## config.mk

```make
export PLATFORM = sky130hd
export DESIGN_NAME = hovalaag_host_driver_flat
export DESIGN_NICKNAME = d
export VERILOG_FILES = /design/src/rtl/hovalaag_host_driver_if.sv /design/src/rtl/hovalaag_host_driver.sv /design/src/flat_wrapper.sv
export SDC_FILE = /design/constraint.sdc
export NUM_CORES = 1
export LEC_CHECK = 0
export BUFFER_PORTS_ARGS = -buffer_cell sky130_fd_sc_hd__buf_4
export CORE_AREA = 2 2 108 110
export DETAILED_ROUTE_END_ITERATION = 7
export DIE_AREA = 0 0 110 112
export PLACE_DENSITY = 0.84
export RECOVER_POWER = 25
export SYNTH_ARGS = -nofsm -noshare
export SYNTH_HDL_FRONTEND = slang
export SYNTH_SLANG_ARGS = --single-unit
```

## constraint.sdc

```tcl
create_clock -name clk -period 3.4 [get_ports clk]
set_clock_uncertainty 0.2 [all_clocks]
set_input_delay 0.68 -clock clk [delete_from_list [all_inputs] [get_ports clk]]
set_output_delay 0.68 -clock clk [all_outputs]
set_load 0.01 [all_outputs]
```

## src/rtl/hovalaag_host_driver_if.sv

```systemverilog
// One-hot addressed 6-bit-in / 8-bit-out bus between the host driver (master) and the Hovalaag wrapper (slave).
interface hovalaag_host_driver_if;
   localparam int unsigned ADDR_W  = 10;
   localparam int unsigned WDATA_W = 6;
   localparam int unsigned RDATA_W = 8;

   logic [ADDR_W-1:0]  hv_addr;
   logic [WDATA_W-1:0] hv_wdata;
   logic [RDATA_W-1:0] hv_rdata;

   modport master (output hv_addr, output hv_wdata, input hv_rdata);
   modport slave  (input hv_addr, input hv_wdata, output hv_rdata);
endinterface

```

## src/rtl/hovalaag_host_driver.sv

```systemverilog
// Host driver for the Hovalaag wrapper: writes instruction and IN slots, executes, reads status/PC/OUT, pops/pushes streams.
// Optional feature macro HOVHOST_IN_CACHE_EN: skip IN slot writes whose value equals the last value sent.
module hovalaag_host_driver #(
   parameter int unsigned RD_WAIT = 0
) (
   input  logic        clk,
   input  logic        reset,
   input  logic [31:0] instr_data,
   input  logic        instr_valid,
   output logic        instr_ready,
   input  logic [11:0] in1_data,
   input  logic        in1_valid,
   output logic        in1_ready,
   input  logic [11:0] in2_data,
   input  logic        in2_valid,
   output logic        in2_ready,
   output logic [11:0] out1_data,
   output logic        out1_valid,
   input  logic        out1_ready,
   output logic [11:0] out2_data,
   output logic        out2_valid,
   input  logic        out2_ready,
   output logic [7:0]  pc,
   output logic        step_done,
   output logic        underflow,
   output logic        busy,
   hovalaag_host_driver_if.master hv
);
   localparam int unsigned WORD_W = 12;
   localparam int unsigned SLOT_W = 6;
   localparam int unsigned ADDR_W = 10;

   typedef enum logic [3:0] {
      IDLE, WI, W1L, W1H, W2L, W2H, EXEC, RDPC, RDLO, RDHI, PUSH, ADV
   } state_t;

   state_t             r_state, w_state_d;
   logic [2:0]         r_idx, w_idx_d;
   logic [1:0]         r_wait, w_wait_d;
   logic [31:0]        r_instr, w_instr_d;
   logic               r_had1, w_had1_d, r_had2, w_had2_d;
   logic [WORD_W-1:0]  r_in1_sent, w_in1_sent_d, r_in2_sent, w_in2_sent_d;
   logic [3:0]         r_status, w_status_d;
   logic [7:0]         r_lo, w_lo_d, r_pc, w_pc_d;
   logic               r_underflow, w_underflow_d;
   logic [WORD_W-1:0]  r_out1_data, w_out1_data_d, r_out2_data, w_out2_data_d;
   logic               r_instr_ready, w_instr_ready_d, r_busy, w_busy_d, r_step_done, w_step_done_d;
   logic               r_in1_ready, w_in1_ready_d, r_in2_ready, w_in2_ready_d;
   logic               r_out1_valid, w_out1_valid_d, r_out2_valid, w_out2_valid_d;
   logic [ADDR_W-1:0]  r_hv_addr, w_hv_addr_d;
   logic [SLOT_W-1:0]  w_wdata;
   logic [WORD_W-1:0]  w_val1, w_val2;
   logic               w_last;

   // Slot select driven while in a given state; registered one cycle ahead from the next state.
   function automatic logic [ADDR_W-1:0] slot_addr(input state_t s, input logic [2:0] idx);
      case (s)
         WI:          slot_addr = 10'd1 << idx;
         W1L, RDPC:   slot_addr = 10'h040;
         W1H, RDLO:   slot_addr = 10'h080;
         W2L, RDHI:   slot_addr = 10'h100;
         W2H:         slot_addr = 10'h200;
         EXEC:        slot_addr = 10'h020;
         default:     slot_addr = '0;
      endcase
   endfunction

   always_comb begin
      w_state_d     = r_state;
      w_idx_d       = r_idx;
      w_wait_d      = '0;
      w_instr_d     = r_instr;
      w_had1_d      = r_had1;
      w_had2_d      = r_had2;
      w_in1_sent_d  = r_in1_sent;
      w_in2_sent_d  = r_in2_sent;
      w_status_d    = r_status;
      w_lo_d        = r_lo;
      w_pc_d        = r_pc;
      w_underflow_d = r_underflow;
      w_out1_data_d = r_out1_data;
      w_out2_data_d = r_out2_data;
      w_wdata       = '0;
      w_last        = (r_wait == 2'(RD_WAIT));
      w_val1        = in1_valid ? in1_data : '0;
      w_val2        = in2_valid ? in2_data : '0;

      case (r_state)
         IDLE: if (instr_valid && r_instr_ready) begin
            w_instr_d = instr_data;
            w_idx_d   = '0;
            w_state_d = WI;
         end
         WI: begin
            w_wdata = SLOT_W'(r_instr >> (5'd6 * 5'(r_idx)));
            if (r_idx != 3'd4) begin
               w_idx_d = r_idx + 3'd1;
            end else begin
`ifdef HOVHOST_IN_CACHE_EN
               w_had1_d     = in1_valid;
               w_in1_sent_d = w_val1;
               if (w_val1 != r_in1_sent) begin
                  w_state_d = W1L;
               end else begin
                  w_had2_d     = in2_valid;
                  w_in2_sent_d = w_val2;
                  w_state_d    = (w_val2 != r_in2_sent) ? W2L : EXEC;
               end
`else
               w_state_d = W1L;
`endif
            end
         end
         W1L: begin
`ifdef HOVHOST_IN_CACHE_EN
            w_wdata      = r_in1_sent[5:0];
`else
            w_had1_d     = in1_valid;
            w_in1_sent_d = w_val1;
            w_wdata      = w_val1[5:0];
`endif
            w_state_d = W1H;
         end
         W1H: begin
            w_wdata = r_in1_sent[11:6];
`ifdef HOVHOST_IN_CACHE_EN
            w_had2_d     = in2_valid;
            w_in2_sent_d = w_val2;
            w_state_d    = (w_val2 != r_in2_sent) ? W2L : EXEC;
`else
            w_state_d = W2L;
`endif
         end
         W2L: begin
`ifdef HOVHOST_IN_CACHE_EN
            w_wdata      = r_in2_sent[5:0];
`else
            w_had2_d     = in2_valid;
            w_in2_sent_d = w_val2;
            w_wdata      = w_val2[5:0];
`endif
            w_state_d = W2H;
         end
         W2H: begin
            w_wdata   = r_in2_sent[11:6];
            w_state_d = EXEC;
         end
         // Read states hold for 1+RD_WAIT cycles and sample on the last one.
         EXEC: begin
            if (r_wait == '0) w_wdata = {4'b0, r_instr[31:30]};
            if (w_last) begin
               w_status_d = hv.hv_rdata[3:0];
               w_state_d  = RDPC;
            end else begin
               w_wait_d = r_wait + 2'd1;
            end
         end
         RDPC: begin
            if (w_last) begin
               w_pc_d    = hv.hv_rdata;
               w_state_d = (r_status[2] || r_status[3]) ? RDLO : ADV;
            end else begin
               w_wait_d = r_wait + 2'd1;
            end
         end
         RDLO: begin
            if (w_last) begin
               w_lo_d    = hv.hv_rdata;
               w_state_d = RDHI;
            end else begin
               w_wait_d = r_wait + 2'd1;
            end
         end
         RDHI: begin
            if (w_last) begin
               if (r_status[2]) w_out1_data_d = {hv.hv_rdata[3:0], r_lo};
               else             w_out2_data_d = {hv.hv_rdata[3:0], r_lo};
               w_state_d = PUSH;
            end else begin
               w_wait_d = r_wait + 2'd1;
            end
         end
         PUSH: if (r_status[2] ? out1_ready : out2_ready) w_state_d = ADV;
         ADV: begin
            w_underflow_d = r_underflow | (r_status[0] & ~r_had1) | (r_status[1] & ~r_had2);
            w_state_d     = IDLE;
         end
         default: w_state_d = IDLE;
      endcase

      w_instr_ready_d = (w_state_d == IDLE);
      w_busy_d        = (w_state_d != IDLE);
      w_step_done_d   = (w_state_d == ADV);
      w_in1_ready_d   = (w_state_d == ADV) & w_status_d[0] & w_had1_d;
      w_in2_ready_d   = (w_state_d == ADV) & w_status_d[1] & w_had2_d;
      w_out1_valid_d  = (w_state_d == PUSH) & w_status_d[2];
      w_out2_valid_d  = (w_state_d == PUSH) & ~w_status_d[2] & w_status_d[3];
      w_hv_addr_d     = slot_addr(w_state_d, w_idx_d);
   end

   always_ff @(posedge clk) begin
      if (reset) begin
         r_state       <= IDLE;
         r_idx         <= '0;
         r_wait        <= '0;
         r_instr       <= '0;
         r_had1        <= 1'b0;
         r_had2        <= 1'b0;
         r_in1_sent    <= '0;
         r_in2_sent    <= '0;
         r_status      <= '0;
         r_lo          <= '0;
         r_pc          <= '0;
         r_underflow   <= 1'b0;
         r_out1_data   <= '0;
         r_out2_data   <= '0;
         r_instr_ready <= 1'b0;
         r_busy        <= 1'b0;
         r_step_done   <= 1'b0;
         r_in1_ready   <= 1'b0;
         r_in2_ready   <= 1'b0;
         r_out1_valid  <= 1'b0;
         r_out2_valid  <= 1'b0;
         r_hv_addr     <= '0;
      end else begin
         r_state       <= w_state_d;
         r_idx         <= w_idx_d;
         r_wait        <= w_wait_d;
         r_instr       <= w_instr_d;
         r_had1        <= w_had1_d;
         r_had2        <= w_had2_d;
         r_in1_sent    <= w_in1_sent_d;
         r_in2_sent    <= w_in2_sent_d;
         r_status      <= w_status_d;
         r_lo          <= w_lo_d;
         r_pc          <= w_pc_d;
         r_underflow   <= w_underflow_d;
         r_out1_data   <= w_out1_data_d;
         r_out2_data   <= w_out2_data_d;
         r_instr_ready <= w_instr_ready_d;
         r_busy        <= w_busy_d;
         r_step_done   <= w_step_done_d;
         r_in1_ready   <= w_in1_ready_d;
         r_in2_ready   <= w_in2_ready_d;
         r_out1_valid  <= w_out1_valid_d;
         r_out2_valid  <= w_out2_valid_d;
         r_hv_addr     <= w_hv_addr_d;
      end
   end

   // hv_wdata stays combinational: IN1/IN2 low halves are sampled live in their own slot cycle.
   assign hv.hv_addr  = r_hv_addr;
   assign hv.hv_wdata = w_wdata;
   assign instr_ready = r_instr_ready;
   assign in1_ready   = r_in1_ready;
   assign in2_ready   = r_in2_ready;
   assign out1_data   = r_out1_data;
   assign out1_valid  = r_out1_valid;
   assign out2_data   = r_out2_data;
   assign out2_valid  = r_out2_valid;
   assign pc          = r_pc;
   assign step_done   = r_step_done;
   assign underflow   = r_underflow;
   assign busy        = r_busy;
endmodule

```

## src/flat_wrapper.sv

```systemverilog
// flat-port wrapper written by rule: the top's interface ports become plain ports
module hovalaag_host_driver_flat 
#(
   parameter int unsigned RD_WAIT = 0
)
  (clk, reset, instr_data, instr_valid, instr_ready, in1_data, in1_valid, in1_ready, in2_data, in2_valid, in2_ready, out1_data, out1_valid, out1_ready, out2_data, out2_valid, out2_ready, pc, step_done, underflow, busy, hv_hv_addr, hv_hv_wdata, hv_hv_rdata);
  hovalaag_host_driver_if hv_i ();
  input  logic clk;
  input  logic reset;
  input  logic [31:0] instr_data;
  input  logic instr_valid;
  output logic instr_ready;
  input  logic [11:0] in1_data;
  input  logic in1_valid;
  output logic in1_ready;
  input  logic [11:0] in2_data;
  input  logic in2_valid;
  output logic in2_ready;
  output logic [11:0] out1_data;
  output logic out1_valid;
  input  logic out1_ready;
  output logic [11:0] out2_data;
  output logic out2_valid;
  input  logic out2_ready;
  output logic [7:0] pc;
  output logic step_done;
  output logic underflow;
  output logic busy;
  output wire logic [$bits(hv_i.hv_addr)-1:0] hv_hv_addr;
  output wire logic [$bits(hv_i.hv_wdata)-1:0] hv_hv_wdata;
  input wire logic [$bits(hv_i.hv_rdata)-1:0] hv_hv_rdata;
  assign hv_hv_addr = hv_i.hv_addr;
  assign hv_hv_wdata = hv_i.hv_wdata;
  assign hv_i.hv_rdata = hv_hv_rdata;
  hovalaag_host_driver #(.RD_WAIT(RD_WAIT)) u_core (.clk(clk), .reset(reset), .instr_data(instr_data), .instr_valid(instr_valid), .instr_ready(instr_ready), .in1_data(in1_data), .in1_valid(in1_valid), .in1_ready(in1_ready), .in2_data(in2_data), .in2_valid(in2_valid), .in2_ready(in2_ready), .out1_data(out1_data), .out1_valid(out1_valid), .out1_ready(out1_ready), .out2_data(out2_data), .out2_valid(out2_valid), .out2_ready(out2_ready), .pc(pc), .step_done(step_done), .underflow(underflow), .busy(busy), .hv(hv_i));
endmodule
```

# ---- Yosys cells after proc, flatten, opt, wreduce, memory -nomap -nowiden
# Index checks and enable logic that the tools add are counted.
dict set report op_classes {
  addsub 2
  n_mul 1
  n_eq_ne 23
  shifts 2
  n_mux 22
  bitwise 16
  n_reduce_logical 16
}
# operator count
set ops {}
lappend ops {{one-hot mux 10 bit (6 select lines)} 1}
lappend ops {{one-hot mux 4 bit (11 select lines)} 1}
lappend ops {{2-to-1 mux 4 bit} 9}
lappend ops {{one-hot mux 6 bit (6 select lines)} 1}
lappend ops {{== test 4 x 3 -> 1 bit, second input constant} 8}
lappend ops {{== test 4 bit, second input constant} 8}
lappend ops {{>> shifter 32 x 5 -> 6 bit} 1}
lappend ops {{2-to-1 mux 12 bit} 2}
lappend ops {{== test 4 x 2 -> 1 bit, second input constant} 4}
lappend ops {{<< shifter 1 x 3 -> 10 bit, first input constant} 1}
lappend ops {{AND 1 bit} 9}
lappend ops {{== test 4 x 1 -> 1 bit, second input constant} 2}
lappend ops {{logical NOT 4 bit} 2}
lappend ops {{2-to-1 mux 3 bit} 2}
lappend ops {{one-hot mux 3 bit (2 select lines)} 1}
lappend ops {{AND reduction 2 bit} 3}
lappend ops {{AND reduction 3 bit} 2}
lappend ops {{OR reduction 2 bit} 3}
lappend ops {{inverter 1 bit} 5}
lappend ops {{multiplier 2 x 3 -> 4 bit, first input constant} 1}
lappend ops {{2-to-1 mux 2 bit} 2}
lappend ops {{nonzero test 4 bit} 1}
lappend ops {{OR reduction 4 bit} 1}
lappend ops {{adder 3 x 1 -> 3 bit, second input constant} 1}
lappend ops {{other kinds (8)} 11}
dict set report word_totals {
  regBits 129
  inputBits 71
  wordCells 104
}

# ---- Logic depth before layout (Yosys ltp)
# Gate-level depths: netlist (run 1).
dict set report depth {
  word_depth 7
  mapped_depth 12
  ltp_nobuf 7
}

# ---- Least setup slack after synthesis (run 1)
# Ideal clock, no wire load.
dict set report synth_timing {
  kind {register to output}
  from {register u_core.r_idx[0]}
  to {output hv_hv_wdata[5]}
  arrival_time_ps 2920
  path_slack_ps -400
  path_stages_with_launch 13
  path_buffers 5
  cell_sequence {dfxtp_1 buf_2 buf_2 clkinv_1 ha_1 buf_2 buf_2 buf_2 inv_1 nor3_1 a21oi_1 mux2_2 o21ai_0}
}
dict set report synth_between {
  elab_chain_len 3
}
# element line
set synth_rtl {}
lappend synth_rtl {{from (decl)} hovalaag_host_driver.sv:38} ;# logic [2:0] r_idx, w_idx_d;
lappend synth_rtl {{from (signal assigned)} hovalaag_host_driver.sv:227} ;# r_idx <= w_idx_d;
lappend synth_rtl {{multiplier 2 x 3 -> 4 bit} hovalaag_host_driver.sv:95} ;# w_wdata = SLOT_W'(r_instr >> (5'd6 * 5'(r_idx)));
lappend synth_rtl {{>> shifter 32 x 5 -> 6 bit} hovalaag_host_driver.sv:95}
lappend synth_rtl {{one-hot mux 6 bit (6 select lines)} hovalaag_host_driver.sv:88} ;# case (r_state)
lappend synth_rtl {{to (decl)} flat_wrapper.sv:30} ;# output wire logic [$bits(hv_i.hv_wdata)-1:0] hv_hv_wdata;
# No other way between the ends.

# ---- Worst setup path after layout (run 1)
# Same ends and word-level chain as after synthesis.

==> results of run 1 <==
registers in the layout (all words and copies together), names as in the netlist, 3 cells and up:
| signal | flops |
|---|---|
| u_core.r_instr | 32 |
| u_core.r_lo | 8 |
| u_core.r_status | 4 |
| u_core.r_in2_sent | 6 |
| u_core.hv.hv_addr | 10 |
| u_core.r_state | 4 |
| u_core.out1_data | 12 |
| u_core.r_idx | 3 |
| u_core.out2_data | 12 |
| u_core.r_in1_sent | 6 |
| u_core.pc | 8 |
critical path, cell delays in order (launching register included):
cell	delay (ns)
sky130_fd_sc_hd__dfxtp_4	0.35
sky130_fd_sc_hd__ha_4	0.16
sky130_fd_sc_hd__fa_2	0.35
sky130_fd_sc_hd__xor2_1	0.15
sky130_fd_sc_hd__buf_4	0.17
sky130_fd_sc_hd__mux4_2	0.48
sky130_fd_sc_hd__mux2_4	0.30
sky130_fd_sc_hd__o21ai_2	0.11
sky130_fd_sc_hd__buf_4	0.13
layout by cell type, fill, tap and decap left out, types with 3 or more instances in the layout:
| cell type | n |
|---|---|
| sky130_fd_sc_hd__inv_1 | 12 |
| sky130_fd_sc_hd__o21ai_1 | 3 |
| sky130_fd_sc_hd__buf_6 | 4 |
| sky130_fd_sc_hd__and3_1 | 3 |
| sky130_fd_sc_hd__buf_4 | 103 |
| sky130_fd_sc_hd__bufinv_16 | 3 |
| sky130_fd_sc_hd__a221oi_1 | 4 |
| sky130_fd_sc_hd__nand2_1 | 91 |
| sky130_fd_sc_hd__clkbuf_1 | 42 |
| sky130_fd_sc_hd__dfxtp_1 | 115 |
| sky130_fd_sc_hd__nor2_1 | 64 |
| sky130_fd_sc_hd__clkinvlp_4 | 7 |
| sky130_fd_sc_hd__o21ai_0 | 8 |
| sky130_fd_sc_hd__or3_1 | 3 |
| sky130_fd_sc_hd__nor3_1 | 6 |
| sky130_fd_sc_hd__a31oi_1 | 5 |
| sky130_fd_sc_hd__nand3_1 | 16 |
| sky130_fd_sc_hd__nor3_2 | 3 |
| sky130_fd_sc_hd__mux2_2 | 3 |
| sky130_fd_sc_hd__nor2b_1 | 8 |
| sky130_fd_sc_hd__mux2i_1 | 60 |
| sky130_fd_sc_hd__nand2b_1 | 4 |
| sky130_fd_sc_hd__mux4_2 | 16 |
| sky130_fd_sc_hd__o211ai_1 | 3 |
| sky130_fd_sc_hd__clkbuf_16 | 17 |
| sky130_fd_sc_hd__a22oi_1 | 9 |
| sky130_fd_sc_hd__a21oi_1 | 56 |
| sky130_fd_sc_hd__and2_1 | 7 |
final timing paths:
path,startpoint,to,slack [ns],cells past startpoint
max reg2reg,u_core.r_state[2],u_core.hv.hv_addr[5],0.77,5
min reg2reg,u_core.r_wait[0],u_core.r_wait[0],0.21,1
max,u_core.r_idx[0],hv_hv_wdata[5],-0.1,8
min,u_core.r_wait[0],u_core.r_wait[0],0.21,1
layout make-up:
type / instances / area share
clock buffers: 19 / 0.0607
clock inverters: 12 / 0.0219
inverters: 15 / 0.00825
multi-input cells: 422 / 0.404
flip-flops and latches: 117 / 0.330
well taps: 143 / 0.0251
repair buffers: 151 / 0.150
logic make-up (layout without fill, tap and decap cells):
group	count (synthesis)	after routing	synth area share
mux	82	82	0.191
buf+inv	56	197	0.0442
xor+xnor	1	1	0.00163
compound gates	108	108	0.123
flops	117	117	0.435
fa+ha+maj	5	5	0.0130
simple gates	226	226	0.192
cells in the mapped netlist (2+ instances only):
master,instances
sky130_fd_sc_hd__nor3b_1,2
sky130_fd_sc_hd__a21oi_1,58
sky130_fd_sc_hd__or3_1,3
sky130_fd_sc_hd__ha_1,4
sky130_fd_sc_hd__or4_1,2
sky130_fd_sc_hd__mux4_2,16
sky130_fd_sc_hd__o211ai_1,3
sky130_fd_sc_hd__nand2_1,91
sky130_fd_sc_hd__o2111ai_1,2
sky130_fd_sc_hd__nor2b_1,8
sky130_fd_sc_hd__or4b_1,2
sky130_fd_sc_hd__nand3_1,17
sky130_fd_sc_hd__dfxtp_1,117
sky130_fd_sc_hd__clkbuf_1,24
sky130_fd_sc_hd__buf_2,13
sky130_fd_sc_hd__a31oi_1,6
sky130_fd_sc_hd__and2_1,7
sky130_fd_sc_hd__nor3_1,8
sky130_fd_sc_hd__nand4_1,2
sky130_fd_sc_hd__buf_1,2
sky130_fd_sc_hd__a221oi_1,4
sky130_fd_sc_hd__nand2b_1,4
sky130_fd_sc_hd__mux2_2,4
sky130_fd_sc_hd__o21ai_0,12
sky130_fd_sc_hd__a22oi_1,9
sky130_fd_sc_hd__nand3b_1,2
sky130_fd_sc_hd__mux2i_1,62
sky130_fd_sc_hd__and3_1,3
sky130_fd_sc_hd__nor2_1,65
sky130_fd_sc_hd__a2bb2oi_1,2
sky130_fd_sc_hd__inv_1,13
power groups by stage:
| stage | combinational, W | clock [W] | sequential [W] |
|---|---|---|---|
| 2_1_floorplan | 0.000172 | 0 | 0.00145 |
| 6_report | 0.000337 | 0.00177 | 0.00143 |
| 3_5_place_dp | 0.000290 | 0 | 0.00146 |
| 4_1_cts | 0.000319 | 0.00179 | 0.00143 |
| 5_1_grt | 0.000360 | 0.00187 | 0.00143 |
| 3_3_place_gp | 0.000283 | 0 | 0.00146 |
through the flow:
step	instances	utilization	instance area, um2
after floorplan	595	-	5400
after global placement	838	0.578	6460
after detailed placement	838	0.578	6460
after CTS	874	0.643	7190
after global routing	879	0.638	7130
final	879	0.638	7130
layer usage:
layer  routed length, um  GRT usage  part of all wire
met1                6690      0.333              0.44
met2                7230      0.393              0.47
met3                1230     0.0925             0.080
met4                 189     0.0835             0.012
met5                   0          0                 0
timing repair:
action | 4_1_cts | 5_1_grt
pin swaps | 3 | 4
gates cloned | 2 | 0
gates resized for setup | 14 | 14
setup endpoints to repair | 6 | 6
setup buffers | 3 | 5
==> summary.md, run 1 <==
| Metric | Value |
|---|---|
| Hold Vio Cnt, Final | `0` |
| Post-Synthesis Cells | `595` |
| Via count of the first global-routing pass | `around 4800` |
| Proportion of register bits with asynchronous set or reset after synthesis | `0` |
| Detailed-route via count | `slightly below 5000` |
| Largest net degree at the start of global routing | `approximately 70` |
| Combined global-route utilization of all metal layers | `0.256` |
| Final Cycle Share | `1.03` |
| Minimum clock period | `3.50 ns` |
| GPL Wtd Cong | `0.917` |
| Buffer type at the clock tree root | `sky130_fd_sc_hd__clkbuf_16` |
| Initial cell density of the core | `0.481` |
| Combinational share of power | `0.095` |
| Die area | `roughly 0.012 mm2` |
| Worst Setup Slack post-DPL | `about 0.090 ns` |
| Portion of total power attributed to sequential cells | `0.405` |
| CP Data Required Time | `between 2 and 3 ns` |
| Synthesized Nets | `between 600 and 700` |
| Number of buffers created by CTS | `17` |
| Switching share of total power | `0.233` |
| Final max-slew violation count | `0` |
| Endpoint kind of the worst setup timing path | `output port` |
| Element type at the critical path start | `flop` |
| First-pass GRT wire length | `roughly 24 mm` |
| Area grow syn2layout | `32.5%` |
| Count of nets left with antenna violations after detail routing | `0` |
| Achievable Freq | `between 200 and 300 MHz` |
| Post-route worst hold slack | `0.213 ns` |
| Leakage power summed over all cells | `around 2.9 nW` |
| Status | `finished with violations` |
| Post-synthesis cell area | `~0.0054 mm2` |
| Die span in x | `110 um` |
| Overall power after layout | `around 0.0035 W` |
| Post-route setup slack | `-0.0992 ns` |
| Register area share after synthesis | `0.435` |
| Peak supply drop | `377 uV` |
| HP Class | `flop to flop` |
| Clock Path Buffers | `2` |
| Routed WL per cell | `roughly 17 um` |
| DRC violations left | `0` |
| Top FF cell, synth | `sky130_fd_sc_hd__dfxtp_1` |
| Total length of routed wires | `15.3 mm` |
| Average cell area after synthesis | `roughly 9.0 um2` |
| Setup CP Type | `flop to output port` |
| Number of optimization iterations in the first detailed-route pass | `5` |
| Final number of setup-violating endpoints | `5` |
| Average via count per standard cell | `around 5.7` |
| Height of the die | `between 100 and 150 um` |
| Residual overflow from global routing | `0` |
| Setup TNS | `-0.374 ns` |
| Share of Yosys cell area claimed by the top area cell type | `0.435` |
| Antenna Cells | `0` |
| EDFF count, synth | `0` |
| Net total in the final layout | `800` |
| Post-CTS Hold Buffers | `0` |
| CTS Sinks | `117` |
| Multi-input gate area | `between 0.002 and 0.003 mm2` |
| Antenna violations before repair | `0` |
| Library cells used by synthesis | `59` |
| Clock-pin slew on the worst setup and hold paths | `0.05 ns` |
| Area of the core | `~0.011 mm2` |
| Flip-flop and latch count after synthesis | `about 120` |
| Power dissipated by switching net loads | `around 0.00083 W` |
| Top area cells in the synthesized netlist | `sky130_fd_sc_hd__dfxtp_1 44%, sky130_fd_sc_hd__mux2i_1 12%, sky130_fd_sc_hd__mux4_2 6.7%` |
| Worst-Skew Late Latency | `around 0.42 ns` |
| # port buffers | `approximately 130` |
| Initial DRC Count | `~470` |
| Pin slew with the least headroom to its limit | `between 0.7 and 0.8 ns` |
| Yosys warning count | `0` |
| Failing checks | `setup timing` |
| Register cell area after layout | `0.00235 mm2` |
| Number of rows created at floorplan | `39` |
| Hpwl dp | `~11 mm` |
| Count of boundary I/O pins | `approximately 130` |
| Count of H-tree levels built during CTS | `4` |
| Proportion of layout cells with a drive suffix above 1 | `0.250` |
| Internal portion of total power | `0.00272 W` |
| Worst slew margin relative to its limit | `0.515` |
| Layout filler cell count | `~940` |
| Maximum fanout count along the critical path | `4` |
| MaxCap Viol Count | `0` |
| RSZ-0062 raised after global routing | `yes` |
| Top cell type by total area after synthesis | `sky130_fd_sc_hd__dfxtp_1` |
| Power density normalized to cell area | `approximately 500 mW/mm2` |
| Data arrival time of the critical path | `about 2.6 ns` |
| Portion of total power attributed to the clock network | `0.500` |
| Clock tree from TritonCTS | `yes` |
(Power assumes the default switching activity.)
==> run 2: changes to the inputs <==
--- a/config.mk
+++ b/config.mk
@@ -6,10 +6,10 @@
 export NUM_CORES = 1
 export LEC_CHECK = 0
 export BUFFER_PORTS_ARGS = -buffer_cell sky130_fd_sc_hd__buf_4
-export CORE_AREA = 2 2 108 110
+export CORE_AREA = 2 2 113 115
 export DETAILED_ROUTE_END_ITERATION = 7
-export DIE_AREA = 0 0 110 112
-export PLACE_DENSITY = 0.84
+export DIE_AREA = 0 0 115 117
+export PLACE_DENSITY = 0.78
 export RECOVER_POWER = 25
 export SYNTH_ARGS = -nofsm -noshare
 export SYNTH_HDL_FRONTEND = slang
==> summary.md, run 2 (synthesized netlist as in run 1, its figures left out) <==
| Metric | Value |
|---|---|
| Instance area after placement | `0.00647 mm2` |
| Area of the core | `approximately 0.012 mm2` |
| Buffers plus inverters on the worst setup path | `3` |
| RSZ-0062 raised after global routing | `yes` |
| Endpoint kind of the worst setup timing path | `output port` |
| Antenna Cells | `0` |
| Die area | `0.0135 mm2` |
| Post-CTS Hold Buffers | `0` |
| Largest stage delay, worst path | `between 0.4 and 0.5 ns` |
| Count of H-tree levels built during CTS | `4` |
| CTS Sinks | `~120` |
| Maximum fanout count along the critical path | `8` |
| Power density normalized to cell area | `500 mW/mm2` |
| Number of optimization iterations in the first detailed-route pass | `6` |
| Count of boundary I/O pins | `127` |
| Layout filler cell count | `between 1000 and 1500` |
| Fin area | `around 0.007 mm2` |
| Worst hold path stage count | `1` |
| Depth of the worst register-to-register path | `6` |
| Element type at the critical path start | `flop` |
| Via count of the first global-routing pass | `around 5000` |
| DRC violations left | `0` |
| Number of buffers created by CTS | `17` |
| Final Cycle Share | `1.03` |
| Worst-Skew Late Latency | `~0.42 ns` |
| # port buffers | `126` |
| Initial cell density of the core | `0.437` |
| HP Class | `flop to flop` |
| Failing checks | `capacitance limit, slew limit, setup timing` |
| First-pass GRT wire length | `24.3 mm` |
| Timing startpoint of the critical path | `u_core.r_idx[0]` |
| Endpoint of the worst hold-timing path | `u_core.r_wait[0]` |
| Overall power after layout | `roughly 0.0035 W` |
| Largest net degree at the start of global routing | `approximately 110` |
| Antenna violations before repair | `0` |
| Number of rows created at floorplan | `between 40 and 50` |
| Height of the die | `between 100 and 150 um` |
| Pin slew with the least headroom to its limit | `just over 2 ns` |
| Status | `finished with violations` |
| Hold Vio Cnt, Final | `0` |
| Proportion of layout cells with a drive suffix above 1 | `0.242` |
| CP Data Required Time | `~2.5 ns` |
| Data arrival time of the critical path | `roughly 2.6 ns` |
| Buffer type at the clock tree root | `sky130_fd_sc_hd__clkbuf_16` |
| Most common cell after layout, fill and taps aside | `sky130_fd_sc_hd__dfxtp_1` |
| Final max-slew violation count | `about 110` |
| Highest-count cells in the layout ignoring fill and taps | `115 x sky130_fd_sc_hd__dfxtp_1, 103 x sky130_fd_sc_hd__buf_4, 91 x sky130_fd_sc_hd__nand2_1` |
| Peak supply drop | `345 uV` |
| Leakage power summed over all cells | `around 2.9 nW` |
| Max FFs per register | `32` |
| Clock tree from TritonCTS | `yes` |
| Count of nets left with antenna violations after detail routing | `0` |
| Minimum clock period | `~3.5 ns` |
| Initial DRC Count | `371` |
| Endpoint of the most critical register-to-register path | `u_core.hv.hv_addr[5]` |
| Crit path cell chain | `clkinv_4 > ha_4 > buf_6 > mux2i_2 > o21ai_0 > mux4_2 > a221o_1 > buf_4` |
| Worst R2R Setup Slack | `approximately 0.75 ns` |
| Net total in the final layout | `a little under 800` |
| Post-route setup slack | `-0.113 ns` |
| Area grow syn2layout | `30.2%` |
| Achievable Freq | `about 280 MHz` |
| Crit Reg-Reg Startpoint | `u_core.r_state[2]` |
| MaxCap Viol Count | `1` |
| Clock-pin slew on the worst setup and hold paths | `roughly 0.06 ns` |
| Detailed-route via count | `4891` |
| Worst path depth | `8` |
| Startpoint of the most critical hold path | `u_core.r_wait[0]` |
| Combined global-route utilization of all metal layers | `0.234` |
| Worst slew margin relative to its limit | `-0.362` |
| Residual overflow from global routing | `0` |
| Crit path max-delay cell type | `sky130_fd_sc_hd__mux4_2` |
| Routed WL per cell | `17.2 um` |
| Largest delay contributor family on the critical path | `multiplexers` |
| Total length of routed wires | `15.1 mm` |
| Hpwl dp | `between 10 and 15 mm` |
| Final number of setup-violating endpoints | `5` |
| Clock Path Buffers | `2` |
| Average via count per standard cell | `roughly 5.5` |
| Register bank with the most flops | `u_core.r_instr` |
| Setup CP Type | `flop to output port` |
| Die span in x | `approximately 120 um` |
| GPL Wtd Cong | `~0.9` |
==> run 2: stage by stage <==
| stage | instances | setup WS, ns | hold WS (ns) | TNS, ns | utilization |
|---|---|---|---|---|---|
| after floorplan | 595 | 0.0506 | 0.191 | 0 | - |
| after global placement | 847 | 0.146 | 0.201 | 0 | 0.525 |
| after detailed placement | 847 | 0.120 | 0.217 | 0 | 0.525 |
| after CTS | 881 | -0.116 | 0.232 | -0.415 | 0.579 |
| after global routing | 882 | -0.218 | 0.248 | -0.995 | 0.569 |
| final | 882 | -0.113 | 0.233 | -0.376 | 0.569 |
==> run 2: worst max-delay path by stage <==
stage                endpoint
3_3_place_gp   hv_hv_wdata[5]
4_1_cts        hv_hv_wdata[5]
3_5_place_dp   hv_hv_wdata[5]
2_1_floorplan  hv_hv_wdata[2]
5_1_grt        hv_hv_wdata[5]
6_report       hv_hv_wdata[2]
==> run 2: layout make-up <==
| class | instances | area [um2] | area share |
|---|---|---|---|
| Tap cell | 150 | 188 | 0.0268 |
| Multi-Input combinational cell | 422 | 2860 | 0.408 |
| Timing Repair Buffer | 146 | 958 | 0.137 |
| Sequential cell | 117 | 2350 | 0.335 |
| Inverter | 15 | 61.3 | 0.00875 |
| Clock inverter | 13 | 149 | 0.0213 |
| Clock buffer | 19 | 443 | 0.0632 |
==> run 2: metal layers <==
layer | vias to the layer above | wire, um | track usage
met5 | - | 0 | 0
met4 | 0 | 350 | 0.105
met3 | 32 | 1160 | 0.0767
met2 | 195 | 7110 | 0.370
met1 | 2316 | 6510 | 0.292
li1 | 2348 | - | -
==> run 2: repair_timing <==
item	4_1_cts	5_1_grt
setup buffers	2	1
pin swaps	2	0
gates resized for setup	13	6
endpoints found under the setup margin	6	6
==> run 2: report_power, final <==
part           leakage, nW  switching [W]  internal [W]
clock                0.281       0.000668       0.00110
combinational         1.63       0.000152      0.000144
sequential           0.947      0.0000330       0.00140
